$ cat src/rtl/song_reader_pkg.sv
`default_nettype none
// +----------------------------------------------------------------------------+
// | Module      : song_reader_pkg                                              |
// | Description : Shared widths, state encoding, end-of-song marker and the    |
// |               default song ROM image for the song_reader block.            |
// | Revision    : 1.0 - initial release                                        |
// +----------------------------------------------------------------------------+
// | Contents:                                                                  |
// |   NOTE_W, DUR_W, IDX_W, SONG_W  field widths                               |
// |   ADDR_W, WORD_W, ROM_DEPTH     derived ROM geometry ({song,index} -> word) |
// |   END_MARKER                    duration value that terminates a song      |
// |   state_t                       3-bit reader state encoding                |
// |   default_rom_image()           constant builder for the song ROM contents |
// +----------------------------------------------------------------------------+
package song_reader_pkg;

  localparam int NOTE_W    = 6;
  localparam int DUR_W     = 6;
  localparam int IDX_W     = 5;
  localparam int SONG_W    = 2;
  localparam int ADDR_W    = SONG_W + IDX_W;
  localparam int WORD_W    = NOTE_W + DUR_W;
  localparam int ROM_DEPTH = 1 << ADDR_W;

  // A zero duration never plays; it marks the end of a song.
  localparam logic [DUR_W-1:0] END_MARKER = '0;

  typedef enum logic [2:0] {
    FETCH = 3'd0,
    LOAD  = 3'd1,
    WAIT  = 3'd2,
    DONE  = 3'd3,
    END   = 3'd4
  } state_t;

  typedef logic [ROM_DEPTH-1:0][WORD_W-1:0] rom_image_t;

  // Default contents, word = {note, duration}, indexed by {song, index}.
  // Notes follow a simple arithmetic melody; durations cycle through 1..7.
  // Song 0 opens with note 20 for 8 beats and ends after three notes
  // (marker at index 3); song 3 ends at index 10; songs 1 and 2 use all
  // 32 slots.
  function automatic rom_image_t default_rom_image();
    rom_image_t       img;
    logic [NOTE_W-1:0] n;
    logic [DUR_W-1:0]  d;
    for (int a = 0; a < ROM_DEPTH; a++) begin
      n = NOTE_W'((a * 5 + 3) % (1 << NOTE_W));
      d = DUR_W'((a % 7) + 1);
      if (a == 0) begin
        n = NOTE_W'(20);
        d = DUR_W'(8);
      end
      if (a == 3 || a == (3 * 32 + 10)) begin
        d = END_MARKER;
      end
      img[a] = {n, d};
    end
    return img;
  endfunction

endpackage
`default_nettype wire

$ cat src/rtl/song_reader_rom.sv
`default_nettype none
// +----------------------------------------------------------------------------+
// | Module      : song_rom                                                     |
// | Description : Synchronous 128 x 12 song ROM with a registered output.      |
// |               Contents come from the IMAGE parameter so a build can swap   |
// |               in a different song set without touching the reader.         |
// | Revision    : 1.0 - initial release                                        |
// +----------------------------------------------------------------------------+
// | Ports:                                                                     |
// |   clk   in   1       system clock                                          |
// |   addr  in   ADDR_W  {song, index}                                         |
// |   data  out  WORD_W  {note, duration}, valid one cycle after addr          |
// +----------------------------------------------------------------------------+
module song_rom
  import song_reader_pkg::*;
#(
  parameter rom_image_t IMAGE = default_rom_image()
) (
  input  logic              clk,
  input  logic [ADDR_W-1:0] addr,
  output logic [WORD_W-1:0] data
);

  // No reset: the reader only consumes data one cycle after it has
  // presented a stable address, so the power-up value is never observed.
  always_ff @(posedge clk) begin
    data <= IMAGE[addr];
  end

endmodule
`default_nettype wire

$ cat src/rtl/song_reader.sv
`default_nettype none
// +----------------------------------------------------------------------------+
// | Module      : song_reader                                                  |
// | Description : Walks the notes of the selected song in the song ROM and     |
// |               hands each note/duration to the note player with a one-cycle |
// |               new_note pulse. Waits for note_done before advancing and     |
// |               supports skip-back (rewind) / skip-forward (ff) by SKIP      |
// |               notes. Signals end of song with a one-cycle song_done pulse. |
// | Revision    : 1.0 - initial release                                        |
// +----------------------------------------------------------------------------+
// | Ports:                                                                     |
// |   clk        in   1       system clock                                     |
// |   reset      in   1       synchronous active-high reset                    |
// |   play       in   1       level, 1 = fetching the next note is allowed     |
// |   rewind     in   1       pulse, skip back SKIP notes (saturates at 0)     |
// |   ff         in   1       pulse, skip forward SKIP notes                   |
// |   song       in   SONG_W  selected song, stable except across reset       |
// |   note_done  in   1       pulse from note player, current note finished   |
// |   note       out  NOTE_W  registered note code                            |
// |   duration   out  DUR_W   registered duration in beats                    |
// |   new_note   out  1       pulse, note/duration valid, start playing        |
// |   song_done  out  1       pulse, end of song reached                       |
// +----------------------------------------------------------------------------+
module song_reader
  import song_reader_pkg::*;
#(
  parameter int SKIP = 4
) (
  input  logic              clk,
  input  logic              reset,
  input  logic              play,
  input  logic              rewind,
  input  logic              ff,
  input  logic [SONG_W-1:0] song,
  input  logic              note_done,
  output logic [NOTE_W-1:0] note,
  output logic [DUR_W-1:0]  duration,
  output logic              new_note,
  output logic              song_done
);

  localparam logic [IDX_W-1:0] LAST_INDEX = IDX_W'((1 << IDX_W) - 1);
  localparam logic [IDX_W:0]   LAST_X     = {1'b0, LAST_INDEX};
  localparam logic [IDX_W:0]   SKIP_X     = (IDX_W + 1)'(SKIP);
  localparam logic [IDX_W-1:0] SKIP_I     = IDX_W'(SKIP);

  state_t            state;
  logic [IDX_W-1:0]  index;

  logic [ADDR_W-1:0] rom_addr;
  logic [WORD_W-1:0] rom_data;
  logic [NOTE_W-1:0] rom_note;
  logic [DUR_W-1:0]  rom_dur;

  logic [IDX_W:0]    index_x;
  logic [IDX_W:0]    fwd_sum;
  logic              fwd_overflow;
  logic [IDX_W-1:0]  fwd_index;
  logic [IDX_W-1:0]  back_index;
  logic              skip_window;
  logic              skip_req;

  // ---------------------------------------------------------------------------
  // Song ROM: the address always follows {song, index}, so the word read in
  // FETCH is the one presented in LOAD.
  // ---------------------------------------------------------------------------
  assign rom_addr              = {song, index};
  assign {rom_note, rom_dur}   = rom_data;

  song_rom u_rom (
    .clk  (clk),
    .addr (rom_addr),
    .data (rom_data)
  );

  // ---------------------------------------------------------------------------
  // Skip arithmetic, one bit wider than the index so that running off the end
  // of the song is detected instead of wrapping back to the start.
  // ---------------------------------------------------------------------------
  assign index_x      = {1'b0, index};
  assign fwd_sum      = index_x + SKIP_X;
  assign fwd_overflow = (fwd_sum > LAST_X);
  assign fwd_index    = fwd_sum[IDX_W-1:0];
  assign back_index   = (index_x < SKIP_X) ? '0 : (index - SKIP_I);

  assign skip_window  = (state == FETCH) || (state == LOAD) || (state == WAIT);
  assign skip_req     = rewind | ff;

  // ---------------------------------------------------------------------------
  // Reader FSM with registered outputs.
  // A skip in FETCH/LOAD/WAIT takes priority over everything else in that
  // state: it aborts a pending LOAD (no new_note) and swallows a coincident
  // note_done, applying the move to the index as it currently stands.
  // ---------------------------------------------------------------------------
  always_ff @(posedge clk) begin
    if (reset) begin
      state     <= FETCH;
      index     <= '0;
      note      <= '0;
      duration  <= '0;
      new_note  <= 1'b0;
      song_done <= 1'b0;
    end else begin
      new_note  <= 1'b0;
      song_done <= 1'b0;

      if (skip_window && skip_req) begin
        if (rewind) begin
          // rewind wins over a simultaneous ff
          index <= back_index;
          state <= FETCH;
        end else if (fwd_overflow) begin
          state     <= DONE;
          song_done <= 1'b1;
        end else begin
          index <= fwd_index;
          state <= FETCH;
        end
      end else begin
        case (state)
          FETCH: begin
            if (play) begin
              state <= LOAD;
            end
          end

          LOAD: begin
            if (rom_dur == END_MARKER) begin
              state     <= DONE;
              song_done <= 1'b1;
            end else begin
              note     <= rom_note;
              duration <= rom_dur;
              new_note <= 1'b1;
              state    <= WAIT;
            end
          end

          WAIT: begin
            // play is deliberately ignored here: pausing is the note
            // player's business, it simply withholds note_done.
            if (note_done) begin
              if (index == LAST_INDEX) begin
                state     <= DONE;
                song_done <= 1'b1;
              end else begin
                index <= index + IDX_W'(1);
                state <= FETCH;
              end
            end
          end

          // song_done is raised on entry to DONE, so DONE itself lasts one
          // cycle and then parks in END until the next reset.
          DONE: begin
            state <= END;
          end

          END: begin
            state <= END;
          end

          default: begin
            state <= FETCH;
          end
        endcase
      end
    end
  end

endmodule
`default_nettype wire

$ cat config.mk
export PLATFORM = sky130hd
export DESIGN_NAME = song_reader
export DESIGN_NICKNAME = d
export VERILOG_FILES = /design/src/rtl/song_reader_pkg.sv /design/src/rtl/song_reader_rom.sv /design/src/rtl/song_reader.sv
export SDC_FILE = /design/constraint.sdc
export NUM_CORES = 1
export LEC_CHECK = 0
export BUFFER_PORTS_ARGS = -buffer_cell sky130_fd_sc_hd__buf_2
export CELL_PAD_IN_SITES_DETAIL_PLACEMENT = 1
export CELL_PAD_IN_SITES_GLOBAL_PLACEMENT = 1
export CORE_ASPECT_RATIO = 0.6
export CORE_MARGIN = 2
export CORE_UTILIZATION = 39
export CTS_CLUSTER_DIAMETER = 50
export CTS_CLUSTER_SIZE = 12
export DETAILED_ROUTE_END_ITERATION = 8
export PLACE_DENSITY_LB_ADDON = 0.12
export REMOVE_ABC_BUFFERS = 1
export SLEW_MARGIN = 20
export SYNTH_ARGS = -nofsm -noshare
export SYNTH_HDL_FRONTEND = slang
export SYNTH_SLANG_ARGS = --single-unit
$ cat constraint.sdc
create_clock -name clk -period 2.7 [get_ports clk]
set_input_delay 0.54 -clock clk [delete_from_list [all_inputs] [get_ports clk]]
set_output_delay 0.54 -clock clk [all_outputs]
set_load 0.05 [all_outputs]
==> impl_metrics.tcl <==
set metrics [dict create \
    reg2reg_to "u_rom.data[0]" \
    cp.arrival_ps 2390 \
    die_w_um 108.1 \
    crit_type "reg2reg" \
    start_util 0.4091 \
    reg2reg_depth 8 \
    postCtsHoldBufs 0 \
    antenna_found_initial 0 \
    netlist_instances 336 \
    clk_pin_slew_ps 70 \
    clock-sinks 30 \
    finalSetupViolations 0 \
    final_nets 368 \
    io_pins 22 \
    dpl_cell_area_mm2 0.002650 \
    cts.path.max_buffers 2 \
    internal_power_mw 1.048 \
    critPathMaxFanout 8 \
    core_mm2 0.006193 \
    cts_tree "yes" \
    grt_max_degree 39 \
    ctsResizeCount 0 \
    r2r_setup_slack_ps 460 \
    finalClockSkew_ps 5.330 \
    syn_area_per_cell_um2 7.541 \
    numCtsBuffers 5 \
    power_density_mw_per_mm2 552.4 \
    cp-start-kind "register" \
    post-place-ws_ps 451.9 \
    synth.area.top_cells "dfxtp_1, ha_1, a21oi_1, nand2_1, o21ai_0" \
    wl_um 7766 \
    post_cts.repair.setup_buffers 0 \
    combPwrFrac 0.293 \
    area_delta_synth_final_pct 10.22 \
    insertion_delay_ps 280 \
    worstHoldStart "u_rom.data[11]" \
    port_buffers 19 \
    worstMarginPinSlew_ps 716.4 \
    grt_pass1_vias 2443 \
    hpwl_um 5677 \
    ir_drop_mv 0.3349 \
    postSynth.asyncResetShare 0 \
    drv_slew 0 \
    overflow 0 \
    rsz0062_at_grt "false" \
    drc 0 \
    drv_cap 0 \
    h-tree-depth 2 \
    cts-root-buf "clkbuf_8" \
    netlist.area_leader.share 0.2370 \
    hold_violations 0 \
    p_seq_frac 0.334 \
    syn_area_mm2 0.002534 \
    finalPower_mw 1.543 \
    r2r_start "index[0]" \
    tns_ps 0 \
    ys_warn_count 0 \
    crit_path_end_kind "register" \
    finalCriticalPeriod_ps 2236 \
    dieHeight_um 66.44 \
    track_usage 0.2357 \
    synth-seq-cells 30 \
    synth-edff-count 0 \
    hold_end "note[5]" \
    routed-via-count 2488 \
    p_clk_frac 0.373 \
    final_layout_size_suffix_gt1_frac 0.1637 \
    cellLeakagePower_nw 1.078 \
    ant_nets 0 \
    gp_congestion 0.8177 \
    cp.required_ps 2850 \
    final_area_mm2 0.002793 \
    grt_pass1_wl_um 13080 \
    worst_slack_ps 463.7 \
    synth.yosys.seq_area_share 0.2370 \
    synthFlopType "dfxtp_1" \
    switching_share 0.3206 \
    p_sw_mw 0.4946 \
    yosysTopAreaCell "dfxtp_1" \
    diodes 0 \
    hold_depth 2 \
    row_count 22 \
    hold_path_class "reg2reg" \
    drt-pass1-iter-count 4 \
    wl_per_cell_um 18.23 \
    status "completed" \
    fin_crit_sh 0.8283 \
    die_area_mm2 0.007179 \
    drt_iter0_drc 141 \
    relSlewSlack 0.5218 \
    vias_per_cell 5.840 \
    fmax_mhz 447.2 \
    ys_types 57 \
]
layout by cell type (no fill, tap or decap), types with 3 or more instances in the layout:
cell type and n:
buf_4 11, o221ai_1 3, clkbuf_8 6, nand2_1 44
nor3_1 7, buf_2 19, nor2b_1 3, inv_2 3
nand3b_1 3, nand2b_1 5, nor2_1 25, a211oi_2 4
a22oi_1 3, a21oi_1 41, inv_1 7, ha_1 19
a221oi_1 3, o21ai_0 28, mux2i_1 6, a211oi_1 7
and3_1 4, o211ai_1 8, xnor2_1 4, dfxtp_1 30
nand3_1 3
logic make-up after synthesis:
logic type | synth area share
xor gates and xnor gates | 0.01383
AOI/OAI and AO/OA | 0.3101
DFF | 0.2370
and+or+nand+nor | 0.2143
buffers and inverters | 0.08346
other | 0.001480
muxes | 0.04593
adders and majority gates | 0.09383
registers in the layout, indices dropped and copies added (netlist names):
signal / cells
state: 3
new_note: 1
song_done: 1
u_rom.data: 10
index: 5
note: 6
duration: 4
area by class of cell:
class,count,area (um2)
sequential,30,600.6
clock inverter,2,60.06
multi-input combinational,263,1725
timing repair buffer,30,177.7
clock buffer,6,82.58
inverter,11,41.29
tap,84,105.1
fill,790,3401
synth_stat cells (3+ instances only):
cell and n:
nand3b_1 3, a21oi_1 41, o21ai_0 28, nand2_1 44, clkbuf_1 13, and3_1 4, mux2i_1 6, o211ai_1 8
ha_1 19, a211oi_2 4, o221ai_1 3, nor3_1 7, a221oi_1 3, nand2b_1 5, a211oi_1 7, dfxtp_1 30
inv_2 3, inv_1 7, nand3_1 3, nor2_1 25, nor2b_1 3, buf_2 13, buf_4 6, xnor2_1 4
a22oi_1 3
how the worst max path moves through the flow:
stage                     startpoint  cells past startpoint       endpoint  slack, ps
after floorplan             index[2]                      6       index[2]        110
after global placement      index[0]                      8  u_rom.data[0]        450
after detailed placement    index[0]                      8  u_rom.data[0]        450
after CTS                   index[0]                      8  u_rom.data[0]        430
after global routing        index[0]                      8  u_rom.data[0]        170
final                       index[0]                      8  u_rom.data[0]        460
critical path, cell delays in order (launching register included):
cell	delay [ps]
dfxtp_1	420
inv_1	200
ha_1	400
inv_1	160
nor2_1	90
o311ai_0	350
o211ai_1	180
a21boi_1	170
o221ai_1	140
power by group through the flow:
stage	Clock (mW)	Sequential [mW]	Combinational, mW
5_1_grt	0.609	0.520	0.505
2_1_floorplan	0	0.565	0.264
3_5_place_dp	0	0.525	0.446
6_report	0.576	0.515	0.452
3_3_place_gp	0	0.525	0.436
4_1_cts	0.592	0.515	0.449
metal layers:
metal  share of wire  up-vias  global-route usage
met2            0.43       71              0.3593
met3           0.054        9             0.04335
met1            0.51     1198              0.3471
met4          0.0085        0             0.04167
li1                -     1210                   -
met5               0        -                   0
through the flow:
step	cells	hold slack, ps	util
global placement	418	420.7	0.4279
floorplan	304	411.3	-
CTS	426	437.6	0.4509
detailed placement	418	430.5	0.4279
finish	426	436.4	0.4509
global route	426	469.3	0.4509
(Power assumes the default switching activity.)
